==> config.mk <==
export PLATFORM = sky130hd
export DESIGN_NAME = alu_share_arbiter
export DESIGN_NICKNAME = d
export VERILOG_FILES = /design/src/rtl/alu_share_arbiter.sv
export SDC_FILE = /design/constraint.sdc
export NUM_CORES = 1
export LEC_CHECK = 0
export CAP_MARGIN = 20
export CORE_MARGIN = 2
export CORE_UTILIZATION = 35
export CTS_BUF_LIST = sky130_fd_sc_hd__clkbuf_8
export DETAILED_ROUTE_END_ITERATION = 7
export PLACE_DENSITY_LB_ADDON = 0.25
export SETUP_SLACK_MARGIN = 0.15
export SKIP_CTS_REPAIR_TIMING = 1
export SLEW_MARGIN = 30
export SYNTH_ARGS = -nofsm -noshare
export SYNTH_HDL_FRONTEND = slang
export SYNTH_SLANG_ARGS = --single-unit
==> constraint.sdc <==
create_clock -name CLK -period 1.32 [get_ports CLK]
set_input_delay 0.132 -clock CLK [delete_from_list [all_inputs] [get_ports CLK]]
set_output_delay 0.132 -clock CLK [all_outputs]
set_load 0.01 [all_outputs]
==> src/rtl/alu_share_arbiter.sv <==
// Round-robin arbiter sharing one ALU between two requesters: latches the winner's
// operands onto registered ALU inputs, waits SETTLE_CYCLES, then returns the tagged result.
module alu_share_arbiter #(
    parameter int DATA_W        = 8,
    parameter int SEL_W         = 3,
    parameter int SETTLE_CYCLES = 2
) (
    input  logic              CLK,
    input  logic              RESET,
    input  logic              REQ0,
    input  logic              REQ1,
    input  logic [SEL_W-1:0]  OP0,
    input  logic [SEL_W-1:0]  OP1,
    input  logic [DATA_W-1:0] A0,
    input  logic [DATA_W-1:0] A1,
    input  logic [DATA_W-1:0] B0,
    input  logic [DATA_W-1:0] B1,
    output logic              GNT0,
    output logic              GNT1,
    output logic [DATA_W-1:0] ALU_DATA1,
    output logic [DATA_W-1:0] ALU_DATA2,
    output logic [SEL_W-1:0]  ALU_SELECT,
    input  logic [DATA_W-1:0] ALU_RESULT,
    input  logic              ALU_ZERO,
    output logic              RES_VALID,
    output logic              RES_ID,
    output logic [DATA_W-1:0] RES_DATA,
    output logic              RES_ZERO,
    output logic              BUSY
);

    localparam logic [3:0] SETTLE_LOAD = 4'(SETTLE_CYCLES);

    typedef enum logic [0:0] {IDLE, EXEC} state_t;

    state_t            state, state_nx;
    logic [3:0]        cnt, cnt_nx;
    logic              last_grant, last_grant_nx;
    logic              winner;
    logic [DATA_W-1:0] data1_nx, data2_nx, res_data_nx;
    logic [SEL_W-1:0]  sel_nx;
    logic              gnt0_nx, gnt1_nx, valid_nx, id_nx, zero_nx, busy_nx;

    always_comb begin
        state_nx      = state;
        cnt_nx        = cnt;
        last_grant_nx = last_grant;
        winner        = 1'b0;
        data1_nx      = ALU_DATA1;
        data2_nx      = ALU_DATA2;
        sel_nx        = ALU_SELECT;
        gnt0_nx       = 1'b0;
        gnt1_nx       = 1'b0;
        valid_nx      = 1'b0;
        id_nx         = RES_ID;
        res_data_nx   = RES_DATA;
        zero_nx       = RES_ZERO;
        busy_nx       = BUSY;
        case (state)
            IDLE: begin
                if (REQ0 || REQ1) begin
                    // On a tie the requester that did not win last time goes first.
                    winner        = (REQ0 && REQ1) ? ~last_grant : REQ1;
                    data1_nx      = winner ? A1  : A0;
                    data2_nx      = winner ? B1  : B0;
                    sel_nx        = winner ? OP1 : OP0;
                    gnt0_nx       = ~winner;
                    gnt1_nx       = winner;
                    last_grant_nx = winner;
                    cnt_nx        = SETTLE_LOAD;
                    state_nx      = EXEC;
                    busy_nx       = 1'b1;
                end
            end
            EXEC: begin
                cnt_nx = cnt - 4'd1;
                if (cnt == 4'd1) begin
                    res_data_nx = ALU_RESULT;
                    zero_nx     = ALU_ZERO;
                    id_nx       = last_grant;
                    valid_nx    = 1'b1;
                    state_nx    = IDLE;
                    busy_nx     = 1'b0;
                end
            end
            default: state_nx = IDLE;
        endcase
    end

    always_ff @(posedge CLK) begin
        if (RESET) begin
            state      <= IDLE;
            cnt        <= '0;
            last_grant <= 1'b1;
            ALU_DATA1  <= '0;
            ALU_DATA2  <= '0;
            ALU_SELECT <= '0;
            GNT0       <= 1'b0;
            GNT1       <= 1'b0;
            RES_VALID  <= 1'b0;
            RES_ID     <= 1'b0;
            RES_DATA   <= '0;
            RES_ZERO   <= 1'b0;
            BUSY       <= 1'b0;
        end else begin
            state      <= state_nx;
            cnt        <= cnt_nx;
            last_grant <= last_grant_nx;
            ALU_DATA1  <= data1_nx;
            ALU_DATA2  <= data2_nx;
            ALU_SELECT <= sel_nx;
            GNT0       <= gnt0_nx;
            GNT1       <= gnt1_nx;
            RES_VALID  <= valid_nx;
            RES_ID     <= id_nx;
            RES_DATA   <= res_data_nx;
            RES_ZERO   <= zero_nx;
            BUSY       <= busy_nx;
        end
    end

endmodule

After elaboration in Yosys (flattened, before gate mapping):

Index checks and enable logic that the tools add are counted.

* register bits: 39
* logic and storage cells: 41
* output and inout port bits: 33
* input port bits: 51

* add/sub/neg operators: 1
* mux-type cells: 13
* reduce and logical (&&, ||, !) cells: 7
* eq/ne operators: 3
* bitwise gates (word level): 4

Operators by type and width (number)
* $mux 8: 2
* $pmux 4 s2: 1
* $mux 1: 6
* $reduce_and 2->1: 3
* $eq 4x1->1 const B: 1
* $mux 4: 1
* $not 1->1: 4
* $pmux 1 s2: 2
* $sub 4x1->4 const B: 1
* $mux 3: 1
* $reduce_or 3->1: 1
* $ne 2x1->1 const B: 1
* $ne 2x2->1 const B: 1
* $reduce_or 2->1: 1
* $logic_and 1x1->1: 1
* $logic_or 1x1->1: 1

Logic depth before layout (Yosys ltp):

* word-level depth: 3
* gate-level depth with buffers: 5

Worst setup path before layout:

Ideal clock, no wire load.

* path type: register to register
* from: register cnt[1]
* to: register RES_DATA[1]
* data arrival time: 1129 ps
* data required time: 1203 ps
* path slack: 74 ps
* stages on the path, launching flop included: 6
* path through: dfxtp_1 > inv_1 > ha_1 > and4b_1 > buf_2 > a22o_1

* word-level cells in the longest chain between the ends: 2

Ends and longest elaborated chain
* start: declaration: line 37 `logic [3:0] cnt, cnt_nx;`
* start signal: assignment: line 107 `cnt <= cnt_nx;`
* $eq 4x1->1: line 77 `if (cnt == 4'd1) begin`
* $reduce_and 2->1 (no line)
* end signal: assignment: line 116 `RES_DATA <= res_data_nx;`
* end: declaration: line 27 `output logic [DATA_W-1:0] RES_DATA,`

Every way passes these cells.
A chain may end at the register's enable or synchronous reset.

Worst setup path after layout:

* from: register state
* to: register ALU_DATA1[4]

* word-level cells in the longest chain between the ends: 2

Ends and longest elaborated chain
* start: declaration: line 36 `state_t state, state_nx;`
* start signal: assignment: line 106 `state <= state_nx;`
* $not 1->1 (no line)
* $reduce_and 2->1 (no line)
* end signal: assignment: line 109 `ALU_DATA1 <= data1_nx;`
* end: declaration: line 20 `output logic [DATA_W-1:0] ALU_DATA1,`

Every way passes these cells.

==> metrics.csv <==
metric,value,unit
"Distinct cells, synth",24,
FP Rows,23,
WP buf/inv,1,
Sink Count,39,
YS warnings,0,
Clock Skews,4.61,ps
GRT met3 Usage,6.10,%
area share of fa/ha/maj cells after synthesis,1.66,%
Simple-Gate Fraction of Synth Area,17.0,%
synthesized area per cell,11.6,µm²
CP startpoint kind,flop,
XOR/XNOR Fraction of Synth Area,0.582,%
ANT nets after route,0,
clk buf depth,2,
CP Cell Sequence,buf_6 -> o21ba_4 -> nor3b_2 -> a221o_1,
slew at the pin closest to its max-slew limit,582,ps
Nets,284,
M2 GR Usage,32.5,%
Vias,1583,
CP max FO,8,
share of layout cells above drive strength 1,23.4,%
CTS tree,built,
GP Congestion,0.763,
routed wire length,5560,µm
cell family with most CP delay,compound AO/OA/AOI/OAI gates,
Root Driver,clkbuf_8,
H-Tree Depth,2,
mux share of post-synthesis cell area,0.666,%
Critical Path Max Stage Delay,390,ps
most frequent cells in the layout,"clkdlybuf4s50_1 (47), dlymetal6s2s_1 (36), dfxtp_1 (34), a221o_1 (19), nor3b_1 (14)",
Worst-path clk slew,70,ps
IO Count,84,
final std cells w/o fill,281,
crit share post-route,94.4,%
"most common cell after layout, fill and taps aside",clkdlybuf4s50_1,
Setup crit end kind,flop,
Die Y,69.6,µm
GRT met1 Usage,19.7,%
die area,4840,µm²
area grow syn2layout,88.2,%
CP Data Arrival Time,1420,ps
syn nets,183,
core area,4060,µm²
power per standard cell area,984,nW/µm²
cell count after synthesis,130,
port bufs,83,
vias in the first global route,1501,
Period minus WS final,1250,ps
HP Class,in -> reg,
grt peak-use layer,met2,
routed len/inst,19.8,µm
CP Class,reg -> reg,
Total Routing Usage GR,18.4,%
Fmax,803,MHz
final-report max-slew violation count,0,
WP data required,1500,ps
#FFs+latches synth,39,
Critical Path Stages,4,
RSZ-0062 raised after global routing,yes,
Max Cap Viol,0,
combinational family with the most area after synthesis,compound AO/OA/AOI/OAI gates,
Syn Std Cell Area,1500,µm²
Die W,69.6,µm
Leak Pwr,1.61,nW
starting DRC count in detailed routing,84,
outcome,completed,
Rel. slew slack,61.1,%
initial antenna violation count,0,
R2R depth,4,
global-route wire length before repair,7000,µm
CTS buffer count,5,
drt pass-1 iters,4,
pre-CTS WS,-251,ps
Synth Area in Compound Gates,21.6,%
largest net degree at the start of global routing,23,
Final WS setup,74.4,ps
WHS Path Cells,3,
post-placement cell count,259,
sequential area share after synthesis,51.9,%
"Clk Latency, worst-skew pair",290,ps
Slowest cell on crit path,dfxtp_4,
endpoints failing hold,0,
vias per cell,5.63,
DRC Markers,0,
Ant. Diodes,0,
initial core utilization,37.1,%
Peak VDD IR,0.808,mV
placed wire-length estimate,3190,µm
Overflow after GRT,0,
number of setup violations in the final report,0,
path summary, 6_finish.rpt:
path,from,slack (ps),to
worst max register to register,state$_SDFF_PP0_,70,ALU_DATA1[4]$_SDFFE_PP0P_
worst max-delay path,state$_SDFF_PP0_,70,ALU_DATA1[4]$_SDFFE_PP0P_
worst min-delay path,RESET,430,cnt[0]$_SDFFE_PP0P_
worst min register to register,BUSY$_SDFFE_PP0P_,460,BUSY$_SDFFE_PP0P_
stage by stage:
step	instance area (µm²)	util [%]	power, mW	setup TNS [ps]	hold WS, ps
2_1_floorplan	1510	-	1.55	0	265
3_3_place_gp	2370	58.4	1.86	-4020	449
3_5_place_dp	2370	58.4	1.88	-5130	456
4_1_cts	2460	60.6	2.67	-27.7	440
5_1_grt	2830	69.8	2.90	0	455
6_report	2830	69.8	2.78	0	433
registers in the layout, indices dropped and copies added, names as in the netlist:
register	cells
ALU_SELECT	3
RES_ZERO	1
GNT0	1
ALU_DATA2	8
RES_VALID	1
ALU_DATA1	8
GNT1	1
cnt	4
state	1
BUSY	1
last_grant	1
RES_ID	1
RES_DATA	8
cell families (layout without fill, tap and decap cells):
| kind of cell | after synthesis | in the layout |
|---|---|---|
| fa+ha+maj | 2 | 2 |
| buf+inv | 14 | 105 |
| compound gates | 34 | 37 |
| xor+xnor | 1 | 1 |
| mux | 1 | 1 |
| flops | 39 | 39 |
| simple gates | 39 | 46 |
area by class of cell:
class,instances,area (µm²)
Clock inverter,1,5.00
Fill cell,268,1230
Timing Repair Buffer,96,1020
Sequential cell,39,792
Inverter,2,10.0
Multi-Input combinational cell,87,856
Clock buffer,6,82.6
Tap cell,50,62.6
per-layer routing:
metal	vias up	routed length (µm)	part of all wire [%]
met3	24	478	8.6
met5	-	0	0
met1	752	2140	38
li1	724	-	-
met4	0	214	3.9
met2	83	2730	49
Yosys cell counts:
cell type / count / area (µm²)
a31oi_1: 1 / 6.26
and4b_1: 1 / 10.0
a221o_1: 19 / 190
a221oi_1: 1 / 8.76
o21ba_4: 1 / 16.3
buf_6: 5 / 56.3
mux2i_1: 1 / 10.0
nor4b_1: 1 / 8.76
a22o_1: 11 / 96.3
dfxtp_1: 39 / 781
nand2_1: 2 / 7.51
nand2b_1: 1 / 6.26
buf_2: 4 / 20.0
ha_1: 2 / 25.0
nor2_1: 7 / 26.3
clkbuf_1: 2 / 7.51
xor2_1: 1 / 8.76
a21o_1: 1 / 7.51
and3_4: 2 / 22.5
inv_1: 2 / 7.51
nor3b_1: 19 / 143
nor3_1: 5 / 25.0
buf_4: 1 / 7.51
nor2b_1: 1 / 6.26
power by group:
group	switching [mW]	internal [mW]	total, mW
clock network	0.398	0.410	0.808
logic	0.261	0.397	0.658
registers	0.0587	1.26	1.32
total	0.718	2.07	2.78
worst reg2reg max path, delay by kind of cell, from the launching register on:
| family | cells | cell delay, ps |
|---|---|---|
| DFF | 1 | 390 |
| AOI/OAI and AO/OA | 2 | 540 |
| and+or+nand+nor | 1 | 60 |
| buffers and inverters | 1 | 140 |
Power figures use the tool's default switching activity.
